$ cat src/rtl/mem_port_arbiter_if.sv
// ============================================================================
// mem_port_arbiter_if : IF/MEM requester and RAM port bundle | Rev 1.0
// ============================================================================
`default_nettype none

interface mem_port_arbiter_if #(
  parameter int ADDR_W = 10,
  parameter int DATA_W = 32
);
  logic              if_req;
  logic [ADDR_W-1:0] if_addr;
  logic              if_valid;
  logic [DATA_W-1:0] if_rdata;
  logic              if_stall;

  logic              mem_req;
  logic              mem_we;
  logic [ADDR_W-1:0] mem_addr;
  logic [DATA_W-1:0] mem_wdata;
  logic              mem_valid;
  logic [DATA_W-1:0] mem_rdata;
  logic              mem_stall;

  logic              ram_en;
  logic              ram_we;
  logic [ADDR_W-1:0] ram_addr;
  logic [DATA_W-1:0] ram_wdata;
  logic [DATA_W-1:0] ram_rdata;

  // Arbiter side
  modport slave (
    input  if_req, if_addr,
    input  mem_req, mem_we, mem_addr, mem_wdata,
    input  ram_rdata,
    output if_valid, if_rdata, if_stall,
    output mem_valid, mem_rdata, mem_stall,
    output ram_en, ram_we, ram_addr, ram_wdata
  );

  // Requester / RAM side
  modport master (
    output if_req, if_addr,
    output mem_req, mem_we, mem_addr, mem_wdata,
    output ram_rdata,
    input  if_valid, if_rdata, if_stall,
    input  mem_valid, mem_rdata, mem_stall,
    input  ram_en, ram_we, ram_addr, ram_wdata
  );
endinterface

`default_nettype wire

$ cat src/rtl/mem_port_arbiter.sv
// ============================================================================
// mem_port_arbiter : shares one RAM port between IF and MEM, MEM-first priority.
// Optional IF anti-starvation enabled by MEM_ARB_FAIR_EN.           | Rev 1.0
// ============================================================================
`default_nettype none

module mem_port_arbiter #(
  parameter int ADDR_W     = 10,
  parameter int DATA_W     = 32,
  parameter int LATENCY    = 2,
  parameter int STARVE_MAX = 4
) (
  input  wire logic          clk_i,
  input  wire logic          reset_i,
  mem_port_arbiter_if.slave  port
);

  localparam int             CNT_W   = 4;
  localparam logic [CNT_W-1:0] CNT_ONE = CNT_W'(1);
  localparam logic [CNT_W-1:0] LAT_CNT = CNT_W'(LATENCY);

  if (LATENCY < 1 || LATENCY > 15 || STARVE_MAX < 1 || STARVE_MAX > 15) begin : g_param_check
    $error("mem_port_arbiter: LATENCY and STARVE_MAX must lie in 1..15");
  end

  typedef enum logic [1:0] {
    ST_IDLE   = 2'd0,
    ST_ACCESS = 2'd1,
    ST_WAIT   = 2'd2,
    ST_RESP   = 2'd3
  } state_e;

  state_e              state_q;
  logic                owner_mem_q;
  logic                we_q;
  logic [CNT_W-1:0]    wait_cnt_q;
  logic                ram_en_q;
  logic                ram_we_q;
  logic [ADDR_W-1:0]   ram_addr_q;
  logic [DATA_W-1:0]   ram_wdata_q;
  logic                if_valid_q;
  logic                mem_valid_q;
  logic [DATA_W-1:0]   if_rdata_q;
  logic [DATA_W-1:0]   mem_rdata_q;

  logic                if_wins;
  logic                grant_mem_d;
  logic                grant_if_d;

`ifdef MEM_ARB_FAIR_EN
  localparam logic [CNT_W-1:0] STARVE_CNT = CNT_W'(STARVE_MAX);
  logic [CNT_W-1:0]    starve_q;

  // Counts MEM grants taken while IF was also waiting
  always_ff @(posedge clk_i or posedge reset_i) begin
    if (reset_i) begin
      starve_q <= '0;
    end else if (state_q == ST_IDLE) begin
      if (!port.if_req || grant_if_d) begin
        starve_q <= '0;
      end else if (grant_mem_d) begin
        starve_q <= starve_q + CNT_ONE;
      end
    end
  end

  always_comb begin
    if_wins = port.if_req && (starve_q == STARVE_CNT);
  end
`else
  always_comb begin
    if_wins = 1'b0;
  end
`endif

  always_comb begin
    grant_mem_d = port.mem_req && !if_wins;
    grant_if_d  = port.if_req && !grant_mem_d;
  end

  always_ff @(posedge clk_i or posedge reset_i) begin
    if (reset_i) begin
      state_q     <= ST_IDLE;
      owner_mem_q <= 1'b0;
      we_q        <= 1'b0;
      wait_cnt_q  <= '0;
      ram_en_q    <= 1'b0;
      ram_we_q    <= 1'b0;
      ram_addr_q  <= '0;
      ram_wdata_q <= '0;
      if_valid_q  <= 1'b0;
      mem_valid_q <= 1'b0;
      if_rdata_q  <= '0;
      mem_rdata_q <= '0;
    end else begin
      ram_en_q    <= 1'b0;
      ram_we_q    <= 1'b0;
      if_valid_q  <= 1'b0;
      mem_valid_q <= 1'b0;
      unique case (state_q)
        ST_IDLE: begin
          if (grant_mem_d || grant_if_d) begin
            owner_mem_q <= grant_mem_d;
            we_q        <= grant_mem_d && port.mem_we;
            ram_en_q    <= 1'b1;
            ram_we_q    <= grant_mem_d && port.mem_we;
            ram_addr_q  <= grant_mem_d ? port.mem_addr : port.if_addr;
            if (grant_mem_d) begin
              ram_wdata_q <= port.mem_wdata;
            end
            state_q     <= ST_ACCESS;
          end
        end
        ST_ACCESS: begin
          wait_cnt_q <= LAT_CNT;
          state_q    <= ST_WAIT;
        end
        ST_WAIT: begin
          wait_cnt_q <= wait_cnt_q - CNT_ONE;
          // Last wait cycle: ram_rdata is valid now, so valid lands in RESP
          if (wait_cnt_q == CNT_ONE) begin
            if (owner_mem_q) begin
              mem_valid_q <= 1'b1;
              if (!we_q) begin
                mem_rdata_q <= port.ram_rdata;
              end
            end else begin
              if_valid_q <= 1'b1;
              if_rdata_q <= port.ram_rdata;
            end
            state_q <= ST_RESP;
          end
        end
        ST_RESP: begin
          state_q <= ST_IDLE;
        end
        default: begin
          state_q <= ST_IDLE;
        end
      endcase
    end
  end

  assign port.ram_en    = ram_en_q;
  assign port.ram_we    = ram_we_q;
  assign port.ram_addr  = ram_addr_q;
  assign port.ram_wdata = ram_wdata_q;
  assign port.if_valid  = if_valid_q;
  assign port.if_rdata  = if_rdata_q;
  assign port.mem_valid = mem_valid_q;
  assign port.mem_rdata = mem_rdata_q;
  assign port.if_stall  = port.if_req  & ~if_valid_q;
  assign port.mem_stall = port.mem_req & ~mem_valid_q;

endmodule

`default_nettype wire
$ cat src/flat_wrapper.sv
// flat-port wrapper written by rule: the top's interface ports become plain ports
module mem_port_arbiter_flat 
#(
  parameter int ADDR_W     = 10,
  parameter int DATA_W     = 32,
  parameter int LATENCY    = 2,
  parameter int STARVE_MAX = 4
)
  (clk_i, reset_i, port_if_req, port_if_addr, port_mem_req, port_mem_we, port_mem_addr, port_mem_wdata, port_ram_rdata, port_if_valid, port_if_rdata, port_if_stall, port_mem_valid, port_mem_rdata, port_mem_stall, port_ram_en, port_ram_we, port_ram_addr, port_ram_wdata);
  mem_port_arbiter_if #(.ADDR_W(ADDR_W), .DATA_W(DATA_W)) port_i ();
  input  wire logic clk_i;
  input  wire logic reset_i;
  input wire logic [$bits(port_i.if_req)-1:0] port_if_req;
  input wire logic [$bits(port_i.if_addr)-1:0] port_if_addr;
  input wire logic [$bits(port_i.mem_req)-1:0] port_mem_req;
  input wire logic [$bits(port_i.mem_we)-1:0] port_mem_we;
  input wire logic [$bits(port_i.mem_addr)-1:0] port_mem_addr;
  input wire logic [$bits(port_i.mem_wdata)-1:0] port_mem_wdata;
  input wire logic [$bits(port_i.ram_rdata)-1:0] port_ram_rdata;
  output wire logic [$bits(port_i.if_valid)-1:0] port_if_valid;
  output wire logic [$bits(port_i.if_rdata)-1:0] port_if_rdata;
  output wire logic [$bits(port_i.if_stall)-1:0] port_if_stall;
  output wire logic [$bits(port_i.mem_valid)-1:0] port_mem_valid;
  output wire logic [$bits(port_i.mem_rdata)-1:0] port_mem_rdata;
  output wire logic [$bits(port_i.mem_stall)-1:0] port_mem_stall;
  output wire logic [$bits(port_i.ram_en)-1:0] port_ram_en;
  output wire logic [$bits(port_i.ram_we)-1:0] port_ram_we;
  output wire logic [$bits(port_i.ram_addr)-1:0] port_ram_addr;
  output wire logic [$bits(port_i.ram_wdata)-1:0] port_ram_wdata;
  assign port_i.if_req = port_if_req;
  assign port_i.if_addr = port_if_addr;
  assign port_i.mem_req = port_mem_req;
  assign port_i.mem_we = port_mem_we;
  assign port_i.mem_addr = port_mem_addr;
  assign port_i.mem_wdata = port_mem_wdata;
  assign port_i.ram_rdata = port_ram_rdata;
  assign port_if_valid = port_i.if_valid;
  assign port_if_rdata = port_i.if_rdata;
  assign port_if_stall = port_i.if_stall;
  assign port_mem_valid = port_i.mem_valid;
  assign port_mem_rdata = port_i.mem_rdata;
  assign port_mem_stall = port_i.mem_stall;
  assign port_ram_en = port_i.ram_en;
  assign port_ram_we = port_i.ram_we;
  assign port_ram_addr = port_i.ram_addr;
  assign port_ram_wdata = port_i.ram_wdata;
  mem_port_arbiter #(.ADDR_W(ADDR_W), .DATA_W(DATA_W), .LATENCY(LATENCY), .STARVE_MAX(STARVE_MAX)) u_core (.clk_i(clk_i), .reset_i(reset_i), .port(port_i));
endmodule
$ cat config.mk
export PLATFORM = sky130hd
export DESIGN_NAME = mem_port_arbiter_flat
export DESIGN_NICKNAME = d
export VERILOG_FILES = /design/src/rtl/mem_port_arbiter_if.sv /design/src/rtl/mem_port_arbiter.sv /design/src/flat_wrapper.sv
export SDC_FILE = /design/constraint.sdc
export NUM_CORES = 1
export LEC_CHECK = 0
export ABC_AREA = 0
export CAP_MARGIN = 25
export CORE_MARGIN = 3
export CORE_UTILIZATION = 43
export CTS_CLUSTER_SIZE = 12
export DETAILED_ROUTE_END_ITERATION = 16
export PLACE_DENSITY_LB_ADDON = 0.15
export SYNTH_ARGS = -nofsm -noshare
export SYNTH_HDL_FRONTEND = slang
export SYNTH_SLANG_ARGS = --single-unit
$ cat constraint.sdc
create_clock -name clk_i -period 4.2 [get_ports clk_i]
set_input_delay 0.42 -clock clk_i [delete_from_list [all_inputs] [get_ports clk_i]]
set_output_delay 0.42 -clock clk_i [all_outputs]
set_load 0.03 [all_outputs]
==> results.tsv, run 1 <==
metric	value	unit
reg2reg_depth	6	
drive_above_1_share	25.9	%
num-nets-final	603	
diodes	0	
hpwl	7.89	mm
fin_crit_sh	62.9	%
rsz0062_at_grt	false	
synthTopCellsByArea	dfrtp_1 62%, mux2_2 16%, mux2_4 9.1%, mux2i_1 2.1%, o21ai_0 1.4%	
overflow	0	
critPathArrivalTime	2220	ps
clk_latency	510	ps
ys_types	31	
ctsHtreeMaxLevel	4	
irDropWorstVdd	0.000586	V
vias_per_cell	4.87	
grt_max_degree	68	
synth_top_area_cell	dfrtp_1	
hold_class	in2async	
track_usage	19.2	%
post-route-util	70.7	%
drt-pass1-iter-count	4	
slew_headroom	46.7	%
setup.worst_path.end_class	output port	
die_area	12400	sq um
synth_fp_nets	395	
seq_area	2950	sq um
path_max_fanout	15	
drc	0	
postCtsHoldBufs	0	
ant_nets	0	
start_util	45.3	%
area_growth	55.9	%
rows	37	
synth_enable_flop_cells	0	
post-cts-setup-buffer-count	0	
yosysSeqAreaShare	61.7	%
ys_ff_latch	118	
tns	0	ps
cts_made_buffers	17	
status	finished, final reports clean	
met1_usage	22.5	%
synth_area_per_cell	15.9	sq um
cp-start-kind	primary input	
async_flop_share	100	%
clock.fmax	0.378	GHz
drtIter0Drc	118	
drv_cap	0	
setup_viol_count_final	0	
p_leak	3.29	nW
fin_crit	2640	ps
nFillCells	754	
first_global_vias	3562	
path_class	in2out	
cts.clk_slew.worst_paths	50	ps
vias	3205	
coreArea	10600	sq um
multi_input_area	1650	sq um
wl_per_cell	17.4	um
ys_top_cells_by_count	118 x dfrtp_1, 66 x mux2_2, 29 x mux2_4	
numPortBuffers	200	
finalHoldViolCount	0	
cts-root-buf	clkbuf_8	
crit_required	3780	ps
tritoncts	done	
finClkSkew	7.47	ps
use_met2	31.6	%
power_density	883	nW/um^2
grt_pass1_wl	18.7	mm
gp_congestion	0.708	
yosys_warnings	0	
worstMarginPinSlew	800	ps
top_usage_layer	met2	
yosysMostFrequentCell	dfrtp_1	
synth_ff_type	dfrtp_1	
grt.met3_usage	9.40	%
die_x	111	um
antenna_found_initial	0	
slew_violations	0	
cts.sinks	118	
clk_path_buf_depth	2	
cts_resized	0	
routed_wl	11.4	mm
yosysTopAreaCellShare	61.7	%
num_io_pins	201	
syn_area	4780	sq um
die_h	111	um
syn_inst	301	
## power by group
| part | internal, mW | switching [mW] | leakage [nW] |
|---|---|---|---|
| registers | 1.69 | 0.299 | 1.46 |
| logic | 1.47 | 1.64 | 1.53 |
| clock network | 1.01 | 0.482 | 0.302 |
## flip-flops by register name, summed over array words and instances (netlist names), 2 cells and up
register,cells
u_core.port.if_rdata,32
u_core.port.mem_rdata,32
u_core.port.ram_wdata,32
u_core.port.ram_addr,10
u_core.wait_cnt_q,4
u_core.state_q,2
## worst max-delay path, cell delays in order
cell and delay [ps]:
clkdlybuf4s50_1 920, nor2b_1 210, clkdlybuf4s50_1 670
## cell usage in the layout (no fill, tap or decap), types with 3 or more instances in the layout
cell type and n:
inv_1 6, clkbuf_8 4, clkinv_2 4, ha_1 5
clkbuf_1 3, clkbuf_16 16, nand2_1 14, buf_4 5
clkdlybuf4s50_1 200, mux2_4 29, bufinv_16 4, o21ai_0 12
dfrtp_1 118, mux2_2 66, mux2i_1 10
## layer usage
metal  vias up  wire length, um
met3         9             1110
met1      1587             4590
met5         -                0
li1       1473                -
met4         0               98
met2       136             5640
## cell families after synthesis
family	Yosys count	share of synthesized area, %
mux	107	27.2
buf+inv	23	3.74
simple gates	29	3.69
fa+ha+maj	5	1.31
flops	118	61.7
compound gates	19	2.35
## per-stage QoR
step,setup slack (ps),area [sq um],power [mW],cells,hold WS (ps)
floorplan,651,4780,3.79,301,450
global placement,1560,6840,5.05,626,465
detailed placement,1540,6840,5.12,626,470
CTS,1540,7460,6.66,658,451
global route,1440,7460,6.91,658,497
finish,1560,7460,6.59,658,441
## final cells by class
type / instances / area share [%]
multi-input combinational: 160 / 22.2
inverter: 7 / 0.386
sequential: 118 / 39.6
clock inverter: 9 / 1.98
timing repair buffer: 205 / 27.3
tap: 136 / 2.28
clock buffer: 23 / 6.26
## path summary, 6_finish.rpt
check,startpoint,endpoint,slack (ps)
max in group asynchronous,reset_i,u_core.port.ram_wdata[8]$_DFFE_PP0P_,2900
min,reset_i,u_core.port.mem_rdata[9]$_DFFE_PP0P_,440
max,port_mem_req,port_mem_stall,1560
max reg2reg,u_core.state_q[0]$_DFFE_PP0P_,u_core.port.if_rdata[30]$_DFFE_PP0P_,1850
min in group clk_i,u_core.port.ram_addr[4]$_DFFE_PP0P_,u_core.port.ram_addr[4]$_DFFE_PP0P_,480
min reg2reg,u_core.port.ram_addr[4]$_DFFE_PP0P_,u_core.port.ram_addr[4]$_DFFE_PP0P_,480
Power figures use the tool's default switching activity.
==> run 2: changes to the inputs <==
--- a/config.mk
+++ b/config.mk
@@ -8,7 +8,7 @@
 export ABC_AREA = 0
 export CAP_MARGIN = 25
 export CORE_MARGIN = 3
-export CORE_UTILIZATION = 43
+export CORE_UTILIZATION = 39
 export CTS_CLUSTER_SIZE = 12
 export DETAILED_ROUTE_END_ITERATION = 16
 export PLACE_DENSITY_LB_ADDON = 0.15
==> constraint.sdc (replaced) <==
create_clock -name clk_i -period 2.2 [get_ports clk_i]
set_input_delay 0.22 -clock clk_i [delete_from_list [all_inputs] [get_ports clk_i]]
set_output_delay 0.22 -clock clk_i [all_outputs]
set_load 0.03 [all_outputs]
==> run 2 against run 1 <==
Net effect: via count grew 0.19%; wire length shrank 1.1%; global-route usage shrank 2.2 points; combinational power grew 91%; critical path depth grew 3; hold slack lost 90 ps; cell count grew 1.2%; total power grew 85%; sequential power grew 90%; die area grew 9.7%; first-iteration DRC count grew 38%; critical path type is now reg2reg.
==> results.tsv, run 2 (synthesized netlist as in run 1, its figures left out) <==
metric	value	unit
status	finished, final reports clean	
vias_per_cell	4.82	
pre_cts_ws	205	ps
area_growth	55.9	%
hpwl	8.14	mm
diodes	0	
die_h	117	um
coreArea	11700	sq um
switching_share	37.5	%
rows	39	
drv_cap	0	
power_frac_seq	31.0	%
p_int	7.64	mW
slew_headroom	58.6	%
slew_violations	0	
setup_viol_count_final	0	
final_common_cell	clkdlybuf4s50_1	
clock.fmax	0.504	GHz
setup.worst_path.end_class	flop	
start_util	40.9	%
p_clk_share	20.3	%
irDropWorstVdd	0.00101	V
crit_required	2490	ps
path_max_fanout	19	
cts_resized	0	
clk_path_buf_depth	2	
cp-start-kind	flop	
cts-root-buf	clkbuf_16	
p_sw	4.57	mW
first_global_vias	3393	
path_buf_inv	2	
die_area	13600	sq um
path_class	reg2reg	
overflow	0	
fin_crit	1990	ps
finalWorstSetupSlack	215	ps
finClkSkew	3.98	ps
cts_made_buffers	17	
hold_class	in2async	
worstMarginPinSlew	620	ps
wl_per_cell	17.0	um
post-cts-setup-buffer-count	0	
grt_pass1_wl	17.4	mm
drc	0	
power_density	1640	nW/um^2
ant_nets	0	
drtIter0Drc	163	
p_leak	3.28	nW
final_cell_mix	199 x clkdlybuf4s50_1, 118 x dfrtp_1, 66 x mux2_2	
drive_above_1_share	25.8	%
routed_wl	11.3	mm
gp_congestion	0.750	
clk_latency	410	ps
die_x	117	um
num_io_pins	201	
fin_crit_sh	90.2	%
numPortBuffers	200	
cp_slowest_cell	dfrtp_1	
ctsHtreeMaxLevel	4	
rsz0062_at_grt	false	
tritoncts	done	
path_delay_family	simple AND/OR/NAND/NOR gates	
path_cells	inv_1, ha_1, and4bb_4, nor2b_4, buf_12, mux2_2	
combPwrFrac	48.7	%
cts.sinks	118	
grt_max_degree	119	
num-nets-final	605	
track_usage	17.0	%
holdWs	350	ps
antenna_found_initial	0	
tns	0	ps
finalHoldViolCount	0	
slowest_delay	370	ps
nFillCells	899	
cts.clk_slew.worst_paths	50	ps
drt-pass1-iter-count	4	
critPathArrivalTime	2280	ps
vias	3211	
postCtsHoldBufs	0	
==> run 2: layout make-up <==
cell class | count | area [sq um] | share of cell area [%]
multi-input combinational | 160 | 1650 | 22.2
sequential | 118 | 2950 | 39.6
clock buffer | 28 | 527 | 7.06
clock inverter | 3 | 15.0 | 0.201
tap | 143 | 179 | 2.40
timing repair buffer | 207 | 2100 | 28.2
inverter | 7 | 30.0 | 0.403
==> run 2: worst register-to-register path, stage by stage (launching register included) <==
cell	delay, ps
dfrtp_1	370
inv_1	100
ha_1	320
and4bb_4	310
nor2b_4	210
buf_12	210
mux2_2	350
==> run 2: worst paths after layout <==
| kind | startpoint | cells past startpoint | endpoint | slack, ps |
|---|---|---|---|---|
| setup / recovery | u_core.state_q[0]$_DFFE_PP0P_ | 6 | u_core.port.if_rdata[30]$_DFFE_PP0P_ | 210 |
| hold / removal | reset_i | 3 | u_core.port.if_rdata[22]$_DFFE_PP0P_ | 350 |
| setup reg to reg | u_core.state_q[0]$_DFFE_PP0P_ | 6 | u_core.port.if_rdata[30]$_DFFE_PP0P_ | 210 |
| hold reg to reg | u_core.port.ram_addr[1]$_DFFE_PP0P_ | 2 | u_core.port.ram_addr[1]$_DFFE_PP0P_ | 470 |
| max in group asynchronous | reset_i | 3 | u_core.port.ram_wdata[5]$_DFFE_PP0P_ | 1380 |
| min in group clk_i | port_mem_wdata[30] | 2 | u_core.port.ram_wdata[30]$_DFFE_PP0P_ | 420 |
==> run 2: through the flow <==
stage               utilization, %  total power [mW]  std cells  area (sq um)
floorplan                        -              7.23        301          4790
global placement              59.1              9.68        635          6920
detailed placement            59.1              9.81        635          6920
CTS                           63.7              12.4        666          7460
global route                  63.7              12.8        666          7460
finish                        63.7              12.2        666          7460
==> run 2: routing by layer <==
layer,part of all wire [%],global-route usage (%),vias up
li1,-,-,1472
met1,40,19.7,1588
met2,48,26.1,138
met3,9.8,9.22,13
met4,1.8,7.49,0
met5,0,0,-
==> run 2: power by group through the flow <==
stage | Sequential (mW) | Clock, mW | Combinational [mW]
floorplan | 5.72 | 0 | 1.51
global placement | 3.78 | 0 | 5.90
detailed placement | 3.82 | 0 | 6.00
CTS | 3.80 | 2.56 | 6.02
global route | 3.92 | 2.66 | 6.26
finish | 3.78 | 2.48 | 5.94
==> run 3: changes to the inputs <==
--- a/config.mk
+++ b/config.mk
@@ -6,12 +6,13 @@
 export NUM_CORES = 1
 export LEC_CHECK = 0
 export ABC_AREA = 0
-export CAP_MARGIN = 25
 export CORE_MARGIN = 3
 export CORE_UTILIZATION = 39
 export CTS_CLUSTER_SIZE = 12
 export DETAILED_ROUTE_END_ITERATION = 16
 export PLACE_DENSITY_LB_ADDON = 0.15
+export SKIP_LAST_GASP = 1
+export SLEW_MARGIN = 20
 export SYNTH_ARGS = -nofsm -noshare
 export SYNTH_HDL_FRONTEND = slang
 export SYNTH_SLANG_ARGS = --single-unit
==> results of run 3 <==
Final layout, timing and power as in run 2 (identical DEF).
